[src/rtl/spwtcr_link_fsm.sv]
//-----------------------------------------------------------------------------
// spwtcr_link_fsm
//
// SpaceWire-style link initialisation state machine. It sequences the link
// through ErrorReset -> ErrorWait -> Ready -> Started -> Connecting -> Run.
// It enables the receiver and transmitter as each state requires. Any
// receive error, out-of-order character, credit error or dwell timeout drops
// the link back to ErrorReset.
//
// Parameters
//   TIMER_WIDTH  width of the dwell timer
//   T_6U4        ErrorReset dwell in cycles
//   T_12U8       ErrorWait dwell and Started/Connecting timeout in cycles
//
// Ports
//   CLOCK          system clock
//   RESET          synchronous active-high reset
//   link_start     host: start the link
//   link_disable   host: hold the link down / drop it from Run
//   auto_start     host: start once a NULL has been received
//   rx_got_bit     receiver saw a bit (pulse)
//   rx_got_null    receiver saw a NULL (pulse)
//   rx_got_fct     receiver saw an FCT (pulse)
//   rx_got_nchar   receiver saw an N-char (pulse)
//   rx_got_tc      receiver saw a time-code (pulse)
//   rx_disconnect  receive disconnect timeout (level)
//   rx_err_par     receive parity error (pulse)
//   rx_err_esc     receive escape error (pulse)
//   tx_credit_err  transmit credit error (pulse)
//   rx_enable      receiver / disconnect timeout enable
//   tx_enable      transmitter enable (sends NULLs)
//   tx_send_fct    transmitter may send FCTs
//   link_state     0 ErrorReset, 1 ErrorWait, 2 Ready, 3 Started,
//                  4 Connecting, 5 Run
//   link_running   high in Run only
//   link_error     one-cycle pulse on error-caused entry to ErrorReset
//-----------------------------------------------------------------------------
module spwtcr_link_fsm #(
    parameter int unsigned            TIMER_WIDTH = 12,
    parameter logic [TIMER_WIDTH-1:0] T_6U4       = 12'd1280,
    parameter logic [TIMER_WIDTH-1:0] T_12U8      = 12'd2560
) (
    input  logic       CLOCK,
    input  logic       RESET,
    input  logic       link_start,
    input  logic       link_disable,
    input  logic       auto_start,
    input  logic       rx_got_bit,
    input  logic       rx_got_null,
    input  logic       rx_got_fct,
    input  logic       rx_got_nchar,
    input  logic       rx_got_tc,
    input  logic       rx_disconnect,
    input  logic       rx_err_par,
    input  logic       rx_err_esc,
    input  logic       tx_credit_err,
    output logic       rx_enable,
    output logic       tx_enable,
    output logic       tx_send_fct,
    output logic [2:0] link_state,
    output logic       link_running,
    output logic       link_error
);

    localparam logic [2:0] ST_ERESET     = 3'd0;
    localparam logic [2:0] ST_EWAIT      = 3'd1;
    localparam logic [2:0] ST_READY      = 3'd2;
    localparam logic [2:0] ST_STARTED    = 3'd3;
    localparam logic [2:0] ST_CONNECTING = 3'd4;
    localparam logic [2:0] ST_RUN        = 3'd5;

    localparam logic [TIMER_WIDTH-1:0] TIMER_ONE  = {{(TIMER_WIDTH-1){1'b0}}, 1'b1};
    localparam logic [TIMER_WIDTH-1:0] TIMER_MAX  = {TIMER_WIDTH{1'b1}};
    // A limit T is reached on the T-th cycle in the state, i.e. timer == T-1.
    localparam logic [TIMER_WIDTH-1:0] LIM_6U4    = T_6U4 - TIMER_ONE;
    localparam logic [TIMER_WIDTH-1:0] LIM_12U8   = T_12U8 - TIMER_ONE;

    logic [2:0]             state_q, state_d;
    logic [TIMER_WIDTH-1:0] timer_q, timer_d;
    logic                   got_bit_q, got_bit_d;
    logic                   got_null_q, got_null_d;
    logic                   link_error_q, link_error_d;

    // Event qualification shared by several states.
    logic err;          // error that is reported through link_error
    logic got_null_any; // NULL seen earlier in this attempt or right now
    logic bad_order;    // character that may not arrive before Run

    // A disconnect timeout is meaningless until the receiver has ever seen a
    // bit, otherwise an idle line would be flagged straight after enable.
    assign err          = rx_err_par | rx_err_esc |
                          (rx_disconnect & (got_bit_q | rx_got_bit));
    assign got_null_any = got_null_q | rx_got_null;
    assign bad_order    = rx_got_nchar | rx_got_tc;

    //-------------------------------------------------------------------------
    // State register, dwell timer, receive latches and error pulse
    //-------------------------------------------------------------------------
    always_ff @(posedge CLOCK) begin
        if (RESET) begin
            state_q      <= ST_ERESET;
            timer_q      <= '0;
            got_bit_q    <= 1'b0;
            got_null_q   <= 1'b0;
            link_error_q <= 1'b0;
        end else begin
            state_q      <= state_d;
            timer_q      <= timer_d;
            got_bit_q    <= got_bit_d;
            got_null_q   <= got_null_d;
            link_error_q <= link_error_d;
        end
    end

    //-------------------------------------------------------------------------
    // Next-state logic
    //-------------------------------------------------------------------------
    always_comb begin
        state_d      = state_q;
        link_error_d = 1'b0;

        // Reset-causing conditions are tested before any advancing condition
        // in every state, so they always win a same-cycle race.
        case (state_q)
            ST_ERESET: begin
                if (timer_q == LIM_6U4) begin
                    state_d = ST_EWAIT;
                end
            end
            ST_EWAIT: begin
                if (err) begin
                    state_d      = ST_ERESET;
                    link_error_d = 1'b1;
                end else if (rx_got_fct | bad_order) begin
                    state_d = ST_ERESET;
                end else if (timer_q == LIM_12U8) begin
                    state_d = ST_READY;
                end
            end
            ST_READY: begin
                if (err) begin
                    state_d      = ST_ERESET;
                    link_error_d = 1'b1;
                end else if (rx_got_fct | bad_order) begin
                    state_d = ST_ERESET;
                end else if (!link_disable &&
                             (link_start || (auto_start && got_null_any))) begin
                    state_d = ST_STARTED;
                end
            end
            ST_STARTED: begin
                if (err) begin
                    state_d      = ST_ERESET;
                    link_error_d = 1'b1;
                end else if (rx_got_fct | bad_order | (timer_q == LIM_12U8)) begin
                    state_d = ST_ERESET;
                end else if (got_null_any) begin
                    state_d = ST_CONNECTING;
                end
            end
            ST_CONNECTING: begin
                // FCT is the expected handshake here, not an order violation.
                if (err) begin
                    state_d      = ST_ERESET;
                    link_error_d = 1'b1;
                end else if (bad_order | (timer_q == LIM_12U8)) begin
                    state_d = ST_ERESET;
                end else if (rx_got_fct) begin
                    state_d = ST_RUN;
                end
            end
            ST_RUN: begin
                if (err | tx_credit_err) begin
                    state_d      = ST_ERESET;
                    link_error_d = 1'b1;
                end else if (link_disable) begin
                    state_d = ST_ERESET;
                end
            end
            default: begin
                state_d = ST_ERESET;
            end
        endcase

        // Timer restarts on every state change. Ready and Run have no limit,
        // so it saturates there instead of wrapping.
        if (state_d != state_q) begin
            timer_d = '0;
        end else if (timer_q == TIMER_MAX) begin
            timer_d = timer_q;
        end else begin
            timer_d = timer_q + TIMER_ONE;
        end

        // Receive history belongs to one connection attempt only.
        if (state_q == ST_ERESET) begin
            got_bit_d  = 1'b0;
            got_null_d = 1'b0;
        end else begin
            got_bit_d  = got_bit_q | rx_got_bit;
            got_null_d = got_null_q | rx_got_null;
        end
    end

    //-------------------------------------------------------------------------
    // Output decode (from registered state only)
    //-------------------------------------------------------------------------
    always_comb begin
        rx_enable    = 1'b0;
        tx_enable    = 1'b0;
        tx_send_fct  = 1'b0;
        link_running = 1'b0;
        case (state_q)
            ST_EWAIT, ST_READY: begin
                rx_enable = 1'b1;
            end
            ST_STARTED: begin
                rx_enable = 1'b1;
                tx_enable = 1'b1;
            end
            ST_CONNECTING: begin
                rx_enable   = 1'b1;
                tx_enable   = 1'b1;
                tx_send_fct = 1'b1;
            end
            ST_RUN: begin
                rx_enable    = 1'b1;
                tx_enable    = 1'b1;
                tx_send_fct  = 1'b1;
                link_running = 1'b1;
            end
            default: begin
            end
        endcase
    end

    assign link_state = state_q;
    assign link_error = link_error_q;

endmodule
[config.mk]
export PLATFORM = sky130hd
export DESIGN_NAME = spwtcr_link_fsm
export DESIGN_NICKNAME = d
export VERILOG_FILES = /design/src/rtl/spwtcr_link_fsm.sv
export SDC_FILE = /design/constraint.sdc
export NUM_CORES = 1
export LEC_CHECK = 0
export ABC_AREA = 1
export CORE_MARGIN = 2
export CORE_UTILIZATION = 51
export CTS_CLUSTER_DIAMETER = 50
export DETAILED_ROUTE_END_ITERATION = 10
export PLACE_DENSITY = 0.78
export SYNTH_ARGS = -nofsm -noshare
export SYNTH_HDL_FRONTEND = slang
export SYNTH_SLANG_ARGS = --single-unit
[constraint.sdc]
create_clock -name CLOCK -period 5.2 [get_ports CLOCK]
set_clock_uncertainty 0.2 [all_clocks]
set_input_delay 0.78 -clock CLOCK [delete_from_list [all_inputs] [get_ports CLOCK]]
set_output_delay 0.78 -clock CLOCK [all_outputs]
set_load 0.05 [all_outputs]
==> metrics <==
ratio of cells with drive above 1 in the final layout 18.2%; DRT Pass-1 Iters 5; H-tree depth 1; setup repair bufs after CTS 0; latest clock arrival within the worst-skew pair 0.30 ns; actual slew at the worst max-slew pin 0.492 ns; core footprint 2230 um2; DP HPWL 2.13 mm; TritonCTS clock tree yes; Post-synth ARST share 0%; final worst slack 2.25 ns; fin crit period 2.95 ns; #FFs+latches synth 18; crit-path max FO 8; max-slew violations 0; Die Ht 52.9 um; Worst Path Arrival 1.97 ns; setup TNS 0 ns; Period Utilization, post-route 56.8%; Setup CP Type reg -> out; run status complete, no violations; CP required 4.22 ns; row count 17; final setup violation count 0; area grow syn2layout 22.2%; # diodes 0; class of the worst hold path reg -> reg; Chip Width 52.9 um; Main synth FF type dfxtp_1; top cell type's share of synthesized area 29.6%; Overflow after GRT 0; Routed Wire Length 2.68 mm; Seq/Total Area, Yosys 29.6%; vias per cell 5.08; drt first-iter violations 56; pre-CTS WS 2.35 ns; f_max 339 MHz; syn_nets 205; Lkg Pwr 0.648 nW; port bufs 21; Synth cell types 24; area leader, netlist dfxtp_1; Fillers 213; count leader, synth nand2_1; initial antenna violation count 0; largest net degree at the start of global routing 13; cell count after synthesis 190; final hold vios 0; post_cts resized 0; Final GP Congestion 0.948; area occupied by multi-input gates 731 um2; Cell Area, Synth 1220 um2; RSZ-0062 raised after global routing no; drt wl/cell 11.1 um; vias 1230; Synth area leaders dfxtp_1 (30%), nand2_1 (14%), nor2_2 (7.7%), nor2_1 (7.1%), inv_1 (6.8%); Rel. slew slack 67.1%; clk sink count 18; TritonCTS Buffers 3; Pwr per Cell Area 173 nW/um2; Avg Inst Size Synth 6.41 um2; clk buf depth 2; top post-synthesis cells by count nand2_1 (45), nor2_1 (23), inv_1 (22); Max Cap Viol 0; first-pass GRT wire length 4.40 mm; Post-CTS Hold Buffers 0; Die ar. 2800 um2; CP startpoint kind flip-flop; clock root buffer master clkbuf_4; GRT Total Usage 21.3%; DRC 0; Initial Util 54.6%; Total Nets Final 230; Ports 22; Yosys Warn Count 0; Reg area 360 um2; number of enable flip-flop cells after synthesis 0; Worst-path clk slew 0.11 ns; Critical Path End Type output pin; peak supply drop 0.000136 V; vias in the first global route 1074; Post-DRT Antenna Nets 0
worst paths after layout:
check | start | to | slack (ns) | cells past startpoint
setup / recovery | link_state[0] | rx_enable | 2.25 | 5
hold / removal | got_bit_q | got_bit_q | 0.26 | 2
hold reg to reg | got_bit_q | got_bit_q | 0.26 | 2
setup reg to reg | timer_q[0] | timer_q[5] | 3.04 | 11
critical path: stages, from the launching register on:
cell and delay (ns):
dfxtp_1 0.51, inv_2 0.15, nand2_1 0.09, nand2_1 0.07, nand2_1 0.06, clkdlybuf4s50_1 0.79
logic make-up (layout without fill, tap and decap cells):
kind of cell	after synthesis	after routing	share of synthesized area, %
simple gates	115	115	46.5
buf+inv	32	56	10.5
flops	18	18	29.6
compound gates	17	17	7.39
xor+xnor	7	7	5.03
fa+ha+maj	1	1	1.03
placed cells by master (no fill, tap or decap), types with 4 or more instances in the layout:
cell type and count:
a31oi_1 4, nand2_2 4, inv_1 22, nand4_1 4, dfxtp_1 18, nor2_1 23
inv_2 8, a21oi_1 11, nor3_1 4, nor2_2 15, xor2_1 7, nand2_1 45
clkdlybuf4s50_1 21, nand3_1 10
layout make-up:
| cell class | count | share of cell area, % |
|---|---|---|
| clock buffer | 4 | 2.44 |
| timing repair buffer | 21 | 14.1 |
| multi-input combinational | 140 | 49.1 |
| tap | 28 | 2.35 |
| sequential | 18 | 24.2 |
| inverter | 31 | 7.82 |
metrics by stage:
stage,instance area [um2],util [%],std cells,hold slack (ns),power [mW]
floorplan,1220,-,190,0.231,0.158
global placement,1450,65.0,238,0.240,0.171
detailed placement,1450,65.0,238,0.247,0.172
CTS,1490,66.7,242,0.266,0.262
global route,1490,66.7,242,0.293,0.271
finish,1490,66.7,242,0.261,0.258
state kept, by name (all words and copies together) (netlist names):
| register | count |
|---|---|
| got_bit_q | 1 |
| link_error | 1 |
| link_state | 3 |
| got_null_q | 1 |
| timer_q | 12 |
per-layer routing:
layer	vias up	routed length, um	track usage (%)
li1	641	-	-
met1	535	1220	27.7
met2	52	1220	35.8
met3	2	219	3.67
met4	0	12	6.41
met5	-	0	0
power breakdown:
part	total (mW)	internal [mW]	switching, mW
sequential	0.141	0.140	0.00127
combinational	0.0277	0.0140	0.0138
clock	0.0892	0.0427	0.0465
Note: power is estimated with default switching activity, not from simulation.
